===== src/rtl/uart_pkg.sv =====
// uart_pkg: shared constants and state encodings for the UART peripheral.
//   - TX/RX FSM state enums (parity states present only with UART_PERIPHERAL_PARITY_EN)
//   - status register bit indices
//   - idle line level
package uart_pkg;

  localparam logic IDLE_LEVEL = 1'b1;

  localparam int unsigned STAT_TX_DONE   = 0;
  localparam int unsigned STAT_TX_ACTIVE = 1;
  localparam int unsigned STAT_RX_VALID  = 2;

`ifdef UART_PERIPHERAL_PARITY_EN
  typedef enum logic [2:0] {
    TX_IDLE   = 3'd0,
    TX_START  = 3'd1,
    TX_DATA   = 3'd2,
    TX_STOP   = 3'd3,
    TX_PARITY = 3'd4
  } tx_state_e;

  typedef enum logic [2:0] {
    RX_IDLE   = 3'd0,
    RX_START  = 3'd1,
    RX_DATA   = 3'd2,
    RX_STOP   = 3'd3,
    RX_PARITY = 3'd4
  } rx_state_e;
`else
  typedef enum logic [2:0] {
    TX_IDLE  = 3'd0,
    TX_START = 3'd1,
    TX_DATA  = 3'd2,
    TX_STOP  = 3'd3
  } tx_state_e;

  typedef enum logic [2:0] {
    RX_IDLE  = 3'd0,
    RX_START = 3'd1,
    RX_DATA  = 3'd2,
    RX_STOP  = 3'd3
  } rx_state_e;
`endif

endpackage


===== src/rtl/uart_rx.sv =====
// uart_rx: UART receiver -- 2-flop synchronizer, start-bit detect with glitch reject,
// mid-bit sampling of 8 data bits (LSB first), stop-bit check.
// Optional feature macro: UART_PERIPHERAL_PARITY_EN (even parity bit after bit 7;
// a parity mismatch drops the byte like a framing error).
// Ports:
//   clk_i        system clock
//   rst_ni       asynchronous active-low reset
//   rx_serial_i  asynchronous serial line in
//   rx_byte_o    assembled byte, valid while rx_load_o is high
//   rx_load_o    one-cycle strobe: a well-framed byte completes on this edge
module uart_rx
  import uart_pkg::*;
#(
  parameter int unsigned ClksPerBit = 87
) (
  input  logic       clk_i,
  input  logic       rst_ni,
  input  logic       rx_serial_i,
  output logic [7:0] rx_byte_o,
  output logic       rx_load_o
);

  localparam int unsigned CntW = (ClksPerBit > 1) ? $clog2(ClksPerBit) : 1;
  localparam logic [CntW-1:0] LastCnt = CntW'(ClksPerBit - 1);
  // Start detect already lags the line edge, so resampling after ClksPerBit/2 edges lands
  // near the middle of the start bit; every later sample is one full bit apart.
  localparam logic [CntW-1:0] HalfCnt = CntW'(ClksPerBit / 2 - 1);

  rx_state_e       state_q, state_d;
  logic [CntW-1:0] cnt_q, cnt_d;
  logic [2:0]      bit_q, bit_d;
  logic [7:0]      shift_q, shift_d;
  logic [1:0]      sync_q;
  logic            prev_q;
  logic            rx_s;
`ifdef UART_PERIPHERAL_PARITY_EN
  logic            parity_ok_q, parity_ok_d;
`endif

  assign rx_s      = sync_q[1];
  assign rx_byte_o = shift_q;

  // Synchronizer and edge-detect history reset to the idle level so that reset release
  // never looks like a start bit.
  always_ff @(posedge clk_i or negedge rst_ni) begin
    if (!rst_ni) begin
      sync_q <= {IDLE_LEVEL, IDLE_LEVEL};
      prev_q <= IDLE_LEVEL;
    end else begin
      sync_q <= {sync_q[0], rx_serial_i};
      prev_q <= rx_s;
    end
  end

  always_ff @(posedge clk_i or negedge rst_ni) begin
    if (!rst_ni) begin
      state_q     <= RX_IDLE;
      cnt_q       <= '0;
      bit_q       <= '0;
      shift_q     <= '0;
`ifdef UART_PERIPHERAL_PARITY_EN
      parity_ok_q <= 1'b0;
`endif
    end else begin
      state_q     <= state_d;
      cnt_q       <= cnt_d;
      bit_q       <= bit_d;
      shift_q     <= shift_d;
`ifdef UART_PERIPHERAL_PARITY_EN
      parity_ok_q <= parity_ok_d;
`endif
    end
  end

  always_comb begin
    state_d     = state_q;
    cnt_d       = cnt_q;
    bit_d       = bit_q;
    shift_d     = shift_q;
    rx_load_o   = 1'b0;
`ifdef UART_PERIPHERAL_PARITY_EN
    parity_ok_d = parity_ok_q;
`endif
    case (state_q)
      RX_IDLE: begin
        if (prev_q && !rx_s) begin
          state_d = RX_START;
          cnt_d   = '0;
        end
      end
      RX_START: begin
        if (cnt_q == HalfCnt) begin
          cnt_d   = '0;
          bit_d   = '0;
          // Line back high at mid start bit: treat as a glitch.
          state_d = rx_s ? RX_IDLE : RX_DATA;
        end else begin
          cnt_d = cnt_q + CntW'(1);
        end
      end
      RX_DATA: begin
        if (cnt_q == LastCnt) begin
          cnt_d   = '0;
          shift_d = {rx_s, shift_q[7:1]};
          bit_d   = bit_q + 3'd1;
          if (bit_q == 3'd7) begin
`ifdef UART_PERIPHERAL_PARITY_EN
            state_d = RX_PARITY;
`else
            state_d = RX_STOP;
`endif
          end
        end else begin
          cnt_d = cnt_q + CntW'(1);
        end
      end
`ifdef UART_PERIPHERAL_PARITY_EN
      RX_PARITY: begin
        if (cnt_q == LastCnt) begin
          cnt_d       = '0;
          parity_ok_d = (rx_s == ^shift_q);
          state_d     = RX_STOP;
        end else begin
          cnt_d = cnt_q + CntW'(1);
        end
      end
`endif
      RX_STOP: begin
        if (cnt_q == LastCnt) begin
          cnt_d   = '0;
          state_d = RX_IDLE;
`ifdef UART_PERIPHERAL_PARITY_EN
          rx_load_o = (rx_s == IDLE_LEVEL) && parity_ok_q;
`else
          rx_load_o = (rx_s == IDLE_LEVEL);
`endif
        end else begin
          cnt_d = cnt_q + CntW'(1);
        end
      end
      default: state_d = RX_IDLE;
    endcase
  end

endmodule


===== src/rtl/uart_peripheral.sv =====
// uart_peripheral: full-duplex UART with CPU-facing send/receive handshake.
// Optional feature macro: UART_PERIPHERAL_PARITY_EN (8E1 frames instead of 8N1).
// Ports:
//   in_clk           system clock (rising edge)
//   in_reset_n       asynchronous active-low reset
//   in_send_en       request to transmit in_tx_data[7:0]; honoured only while TX is idle
//   in_tx_data       transmit word, bits [31:8] ignored
//   in_data_is_read  CPU acknowledge; clears rx_data_valid on the next edge
//   in_rx_serial     serial line in (asynchronous)
//   out_tx_serial    serial line out, idles high
//   out_rx_data      last well-framed byte received
//   out_status       {rx_data_valid, tx_active, tx_done}
module uart_peripheral
  import uart_pkg::*;
#(
  parameter int unsigned CLKS_PER_BIT = 87
) (
  input  logic        in_clk,
  input  logic        in_reset_n,
  input  logic        in_send_en,
  input  logic [31:0] in_tx_data,
  input  logic        in_data_is_read,
  input  logic        in_rx_serial,
  output logic        out_tx_serial,
  output logic [7:0]  out_rx_data,
  output logic [2:0]  out_status
);

  localparam int unsigned CntW = (CLKS_PER_BIT > 1) ? $clog2(CLKS_PER_BIT) : 1;
  localparam logic [CntW-1:0] LastCnt = CntW'(CLKS_PER_BIT - 1);

  tx_state_e       tx_state_q, tx_state_d;
  logic [CntW-1:0] tx_cnt_q, tx_cnt_d;
  logic [2:0]      tx_bit_q, tx_bit_d;
  logic [7:0]      tx_shift_q, tx_shift_d;
  logic            tx_serial_q, tx_serial_d;
  logic            tx_active_q, tx_active_d;
  logic            tx_done_q, tx_done_d;
  logic            tx_bit_end;

  logic [7:0]      rx_data_q, rx_data_d;
  logic            rx_valid_q, rx_valid_d;
  logic [7:0]      rx_byte;
  logic            rx_load;

  logic            unused_tx_hi;
  assign unused_tx_hi = ^in_tx_data[31:8];

  uart_rx #(
    .ClksPerBit (CLKS_PER_BIT)
  ) u_uart_rx (
    .clk_i       (in_clk),
    .rst_ni      (in_reset_n),
    .rx_serial_i (in_rx_serial),
    .rx_byte_o   (rx_byte),
    .rx_load_o   (rx_load)
  );

  // TX next state. The serial output is registered from the next state so the line
  // changes exactly on the bit-boundary edge and never glitches.
  always_comb begin
    tx_state_d = tx_state_q;
    tx_cnt_d   = tx_cnt_q;
    tx_bit_d   = tx_bit_q;
    tx_shift_d = tx_shift_q;
    tx_done_d  = tx_done_q;
    tx_bit_end = (tx_cnt_q == LastCnt);

    if (tx_state_q != TX_IDLE) begin
      tx_cnt_d = tx_bit_end ? '0 : tx_cnt_q + CntW'(1);
    end

    case (tx_state_q)
      TX_IDLE: begin
        if (in_send_en) begin
          tx_state_d = TX_START;
          tx_shift_d = in_tx_data[7:0];
          tx_cnt_d   = '0;
          tx_bit_d   = '0;
          tx_done_d  = 1'b0;
        end
      end
      TX_START: begin
        if (tx_bit_end) tx_state_d = TX_DATA;
      end
      TX_DATA: begin
        if (tx_bit_end) begin
          tx_bit_d = tx_bit_q + 3'd1;
          if (tx_bit_q == 3'd7) begin
`ifdef UART_PERIPHERAL_PARITY_EN
            tx_state_d = TX_PARITY;
`else
            tx_state_d = TX_STOP;
`endif
          end
        end
      end
`ifdef UART_PERIPHERAL_PARITY_EN
      TX_PARITY: begin
        if (tx_bit_end) tx_state_d = TX_STOP;
      end
`endif
      TX_STOP: begin
        if (tx_bit_end) begin
          tx_state_d = TX_IDLE;
          tx_done_d  = 1'b1;
        end
      end
      default: tx_state_d = TX_IDLE;
    endcase

    case (tx_state_d)
      TX_START:  tx_serial_d = 1'b0;
      TX_DATA:   tx_serial_d = tx_shift_d[tx_bit_d];
`ifdef UART_PERIPHERAL_PARITY_EN
      TX_PARITY: tx_serial_d = ^tx_shift_d;
`endif
      default:   tx_serial_d = IDLE_LEVEL;
    endcase

    tx_active_d = (tx_state_d != TX_IDLE);
  end

  always_ff @(posedge in_clk or negedge in_reset_n) begin
    if (!in_reset_n) begin
      tx_state_q  <= TX_IDLE;
      tx_cnt_q    <= '0;
      tx_bit_q    <= '0;
      tx_shift_q  <= '0;
      tx_serial_q <= IDLE_LEVEL;
      tx_active_q <= 1'b0;
      tx_done_q   <= 1'b0;
    end else begin
      tx_state_q  <= tx_state_d;
      tx_cnt_q    <= tx_cnt_d;
      tx_bit_q    <= tx_bit_d;
      tx_shift_q  <= tx_shift_d;
      tx_serial_q <= tx_serial_d;
      tx_active_q <= tx_active_d;
      tx_done_q   <= tx_done_d;
    end
  end

  // A completing byte beats a simultaneous read acknowledge; overrun overwrites.
  always_comb begin
    rx_data_d  = rx_data_q;
    rx_valid_d = rx_valid_q;
    if (rx_load) begin
      rx_data_d  = rx_byte;
      rx_valid_d = 1'b1;
    end else if (in_data_is_read) begin
      rx_valid_d = 1'b0;
    end
  end

  always_ff @(posedge in_clk or negedge in_reset_n) begin
    if (!in_reset_n) begin
      rx_data_q  <= '0;
      rx_valid_q <= 1'b0;
    end else begin
      rx_data_q  <= rx_data_d;
      rx_valid_q <= rx_valid_d;
    end
  end

  always_comb begin
    out_status                 = '0;
    out_status[STAT_TX_DONE]   = tx_done_q;
    out_status[STAT_TX_ACTIVE] = tx_active_q;
    out_status[STAT_RX_VALID]  = rx_valid_q;
  end

  assign out_tx_serial = tx_serial_q;
  assign out_rx_data   = rx_data_q;

endmodule


===== config.mk =====
export PLATFORM = sky130hd
export DESIGN_NAME = uart_peripheral
export DESIGN_NICKNAME = d
export VERILOG_FILES = /design/src/rtl/uart_pkg.sv /design/src/rtl/uart_rx.sv /design/src/rtl/uart_peripheral.sv
export SDC_FILE = /design/constraint.sdc
export NUM_CORES = 1
export LEC_CHECK = 0
export CORE_AREA = 5 5 102 104
export CTS_BUF_LIST = sky130_fd_sc_hd__clkbuf_16
export DETAILED_ROUTE_END_ITERATION = 8
export DIE_AREA = 0 0 107 109
export MAX_ROUTING_LAYER = met4
export PLACE_DENSITY = 0.59
export SETUP_SLACK_MARGIN = 0.1
export SYNTH_ARGS = -nofsm -noshare
export SYNTH_HDL_FRONTEND = slang
export SYNTH_SLANG_ARGS = --single-unit

===== constraint.sdc =====
create_clock -name in_clk -period 3.1 [get_ports in_clk]
set_input_delay 0.465 -clock in_clk [delete_from_list [all_inputs] [get_ports in_clk]]
set_output_delay 0.465 -clock in_clk [all_outputs]
set_load 0.02 [all_outputs]

==> summary.txt <==
Outcome
  – Outcome: finished clean

STA
  – Post-route minimum period: 2260 ps
  – Hold Slack: 280 ps
  – Max frequency: 442 MHz
  – Setup TNS Final: 0 ps
  – Final Cycle Share: 0.730
  – Worst-Margin Slew: 873 ps
  – Max-slew headroom: 0.418
  – Final setup viols: 0
  – Unrepaired setup endpoints after global routing: false
  – Worst Skew: 3.19 ps
  – Max Slew Vio Count: 0
  – Endpoints failing hold: 0

CTS
  – Clock latency on the worst-skew pair: 290 ps
  – CTS Buf Count: 5
  – Clk slew on worst S/H paths: 70 ps
  – Root Buffer: clkbuf_16
  – Clock sinks: 56
  – CTS H-tree depth: 2
  – Resize count post-CTS: 0
  – TritonCTS clock tree: built
  – Hold Buf Count CTS: 0
  – CTS Buffer Depth: 2
  – Post-CTS setup buffers: 0

Synth
  – Post-synthesis xor/xnor area fraction: 0.0161
  – YS warnings: 0
  – Flops & latches, synth: 56
  – Post-synth EDFFs: 0
  – Post-synthesis mux area share: 0.120
  – Distinct cells, synth: 46
  – Synth Cell Area: 0.00272 mm^2
  – Synth Area per Inst: 11.1 um^2
  – Sequential share of the synthesized area: 0.517
  – Synth cell count leaders: 52 x dfrtp_1, 24 x mux2_2, 21 x nand2_1
  – Compound-gate portion of the synthesized area: 0.100
  – Post-Syn Instances: 244
  – Largest family of logic cells by synthesized area: simple AND/OR/NAND/NOR gates
  – Syn Nets: 294
  – Main flop type after synthesis: dfrtp_1
  – Count leader, synth: dfrtp_1
  – Adder-cell share of the synthesized area: 0.0598
  – Simple-gate share of the synthesized area: 0.145
  – Area leader, netlist: dfrtp_1
  – Dominant cells by area after synthesis: dfrtp_1 48%, mux2_2 9.9%, ha_1 6.0%
  – Synth top area share: 0.479
  – Post-synth ARST share: 1.00

Global route
  – Tot GR Track Use: 0.0927
  – Overflow after GRT: 0
  – Vias in the first global route: 1,888
  – First-pass GRT wire length: 8.57 mm
  – Largest net degree at the start of global routing: 42
  – Initial antenna violation count: 0

Setup path
  – CP max-delay cell: a221o_1
  – Crit. End Element: flip-flop
  – Largest stage delay on the critical path: 450 ps
  – CP Max Fanout: 8
  – Critical-path cell list: inv_1, ha_1, and4b_1, and2_4, a221o_1, mux2_4, o32ai_2, nor4bb_1
  – CP top delay family: compound AO/OA/AOI/OAI gates
  – Reg2Reg Depth: 8
  – Worst endpoint required time: 3320 ps
  – Crit path depth: 8
  – WP buf/inv: 1
  – Critical path class: reg -> reg
  – CP startpoint kind: flip-flop
  – CP arrival: 2480 ps

Worst hold path
  – Hold crit path type: in -> async

Floorplanning
  – Core Area: 0.00946 mm^2
  – Die height: 109 um
  – Row count: 36
  – Chip Width: 107 um
  – Initial Utilization: 0.287
  – # IOs: 49
  – Total Die Area: 0.0117 mm^2

Placement
  – I/O Buffers: 24
  – Dpl hpwl: 3.43 mm
  – DP Area: 0.00305 mm^2
  – Gpl congestion: 0.803

Power and ir drop
  – Power Density: 568 mW/mm^2
  – Tot Pwr: 1.82 mW
  – Peak VDD IR: 0.243 mV
  – Leak: 1.44 nW

Routing
  – ANT nets after route: 0
  – Vias: 1,811
  – Residual DRC: 0
  – Drt via density: 4.73
  – First-pass detailed-route iteration total: 4
  – Mean routed wirelength per cell: 12.6 um
  – Routed wire length: 4.81 mm
  – Initial drt markers: 43

Final layout
  – End-of-flow core utilization: 0.338
  – Ant. Diodes: 0
  – Layout cell share with drive strength beyond 1: 0.164
  – Fin nets: 318
  – Fin area: 0.00320 mm^2
  – Layout area overhead: 17.7%

Run
  – Max cap viols: 0
[flip-flops by register name, indices dropped and copies added, names as in the netlist]
| name | count |
|---|---|
| out_rx_data | 8 |
| tx_shift_q | 8 |
| u_uart_rx.rx_byte_o | 8 |
| tx_cnt_q | 7 |
| u_uart_rx.cnt_q | 7 |
| tx_bit_q | 3 |
| tx_state_q | 3 |
| u_uart_rx.bit_q | 3 |
| u_uart_rx.state_q | 2 |
| u_uart_rx.sync_q | 2 |
| out_tx_serial | 1 |
| rx_valid_q | 1 |
| tx_active_q | 1 |
| tx_done_q | 1 |
| u_uart_rx.prev_q | 1 |
[worst paths after layout]
kind                                           from                   to  slack (ps)
max in group asynchronous                in_reset_n   u_uart_rx.cnt_q[2]        2050
worst max register to register          tx_cnt_q[0]        out_tx_serial         840
worst min-delay path                     in_reset_n       out_rx_data[0]         280
worst min register to register  u_uart_rx.sync_q[0]  u_uart_rx.sync_q[1]         360
worst max-delay path                    tx_cnt_q[0]        out_tx_serial         840
min in group in_clk             u_uart_rx.sync_q[0]  u_uart_rx.sync_q[1]         360
[cell families after synthesis]
group | after synthesis
and+or+nand+nor | 77
DFF | 56
AOI/OAI and AO/OA | 42
muxes | 29
buffers and inverters | 21
adders and majority gates | 13
xor gates and xnor gates | 5
other | 1
[where the power goes]
group	total, mW	switching, mW	internal, mW	leakage (nW)
combinational	0.373	0.223	0.150	0.641
sequential	0.875	0.0636	0.811	0.736
clock	0.569	0.268	0.301	0.0660
total	1.82	0.555	1.26	1.44
[per-stage QoR]
stage,cells,setup WS [ps]
CTS,383,823
detailed placement,375,600
floorplan,244,990
finish,383,836
global placement,375,618
global route,383,706
[cells in the final DEF (no fill, tap or decap), drive strengths merged, types with 5 or more instances in the layout]
cell,count
clkdlybuf4s50,23
nand2b,6
mux2,25
clkbuf,5
nand2,21
nor2,14
nand3,9
dfrtp,52
inv,11
ha,13
o21ai,21
and3,7
[metal layers]
| metal | GRT usage | vias up | part of all wire |
|---|---|---|---|
| met5 | - | - | 0 |
| met4 | 0.0219 | 0 | 0.0021 |
| met3 | 0.0213 | 6 | 0.037 |
| met2 | 0.159 | 20 | 0.49 |
| met1 | 0.112 | 890 | 0.47 |
| li1 | - | 895 | - |
[cell type report]
| type | count | area, um^2 |
|---|---|---|
| sequential | 56 | 1410 |
| inverter | 11 | 41.3 |
| clock inverter | 3 | 23.8 |
| timing repair buffer | 27 | 258 |
| tap | 114 | 143 |
| fill | 951 | 6260 |
| clock buffer | 5 | 125 |
| multi-input combinational | 167 | 1200 |
No activity file was read; power rests on OpenSTA's default activity.
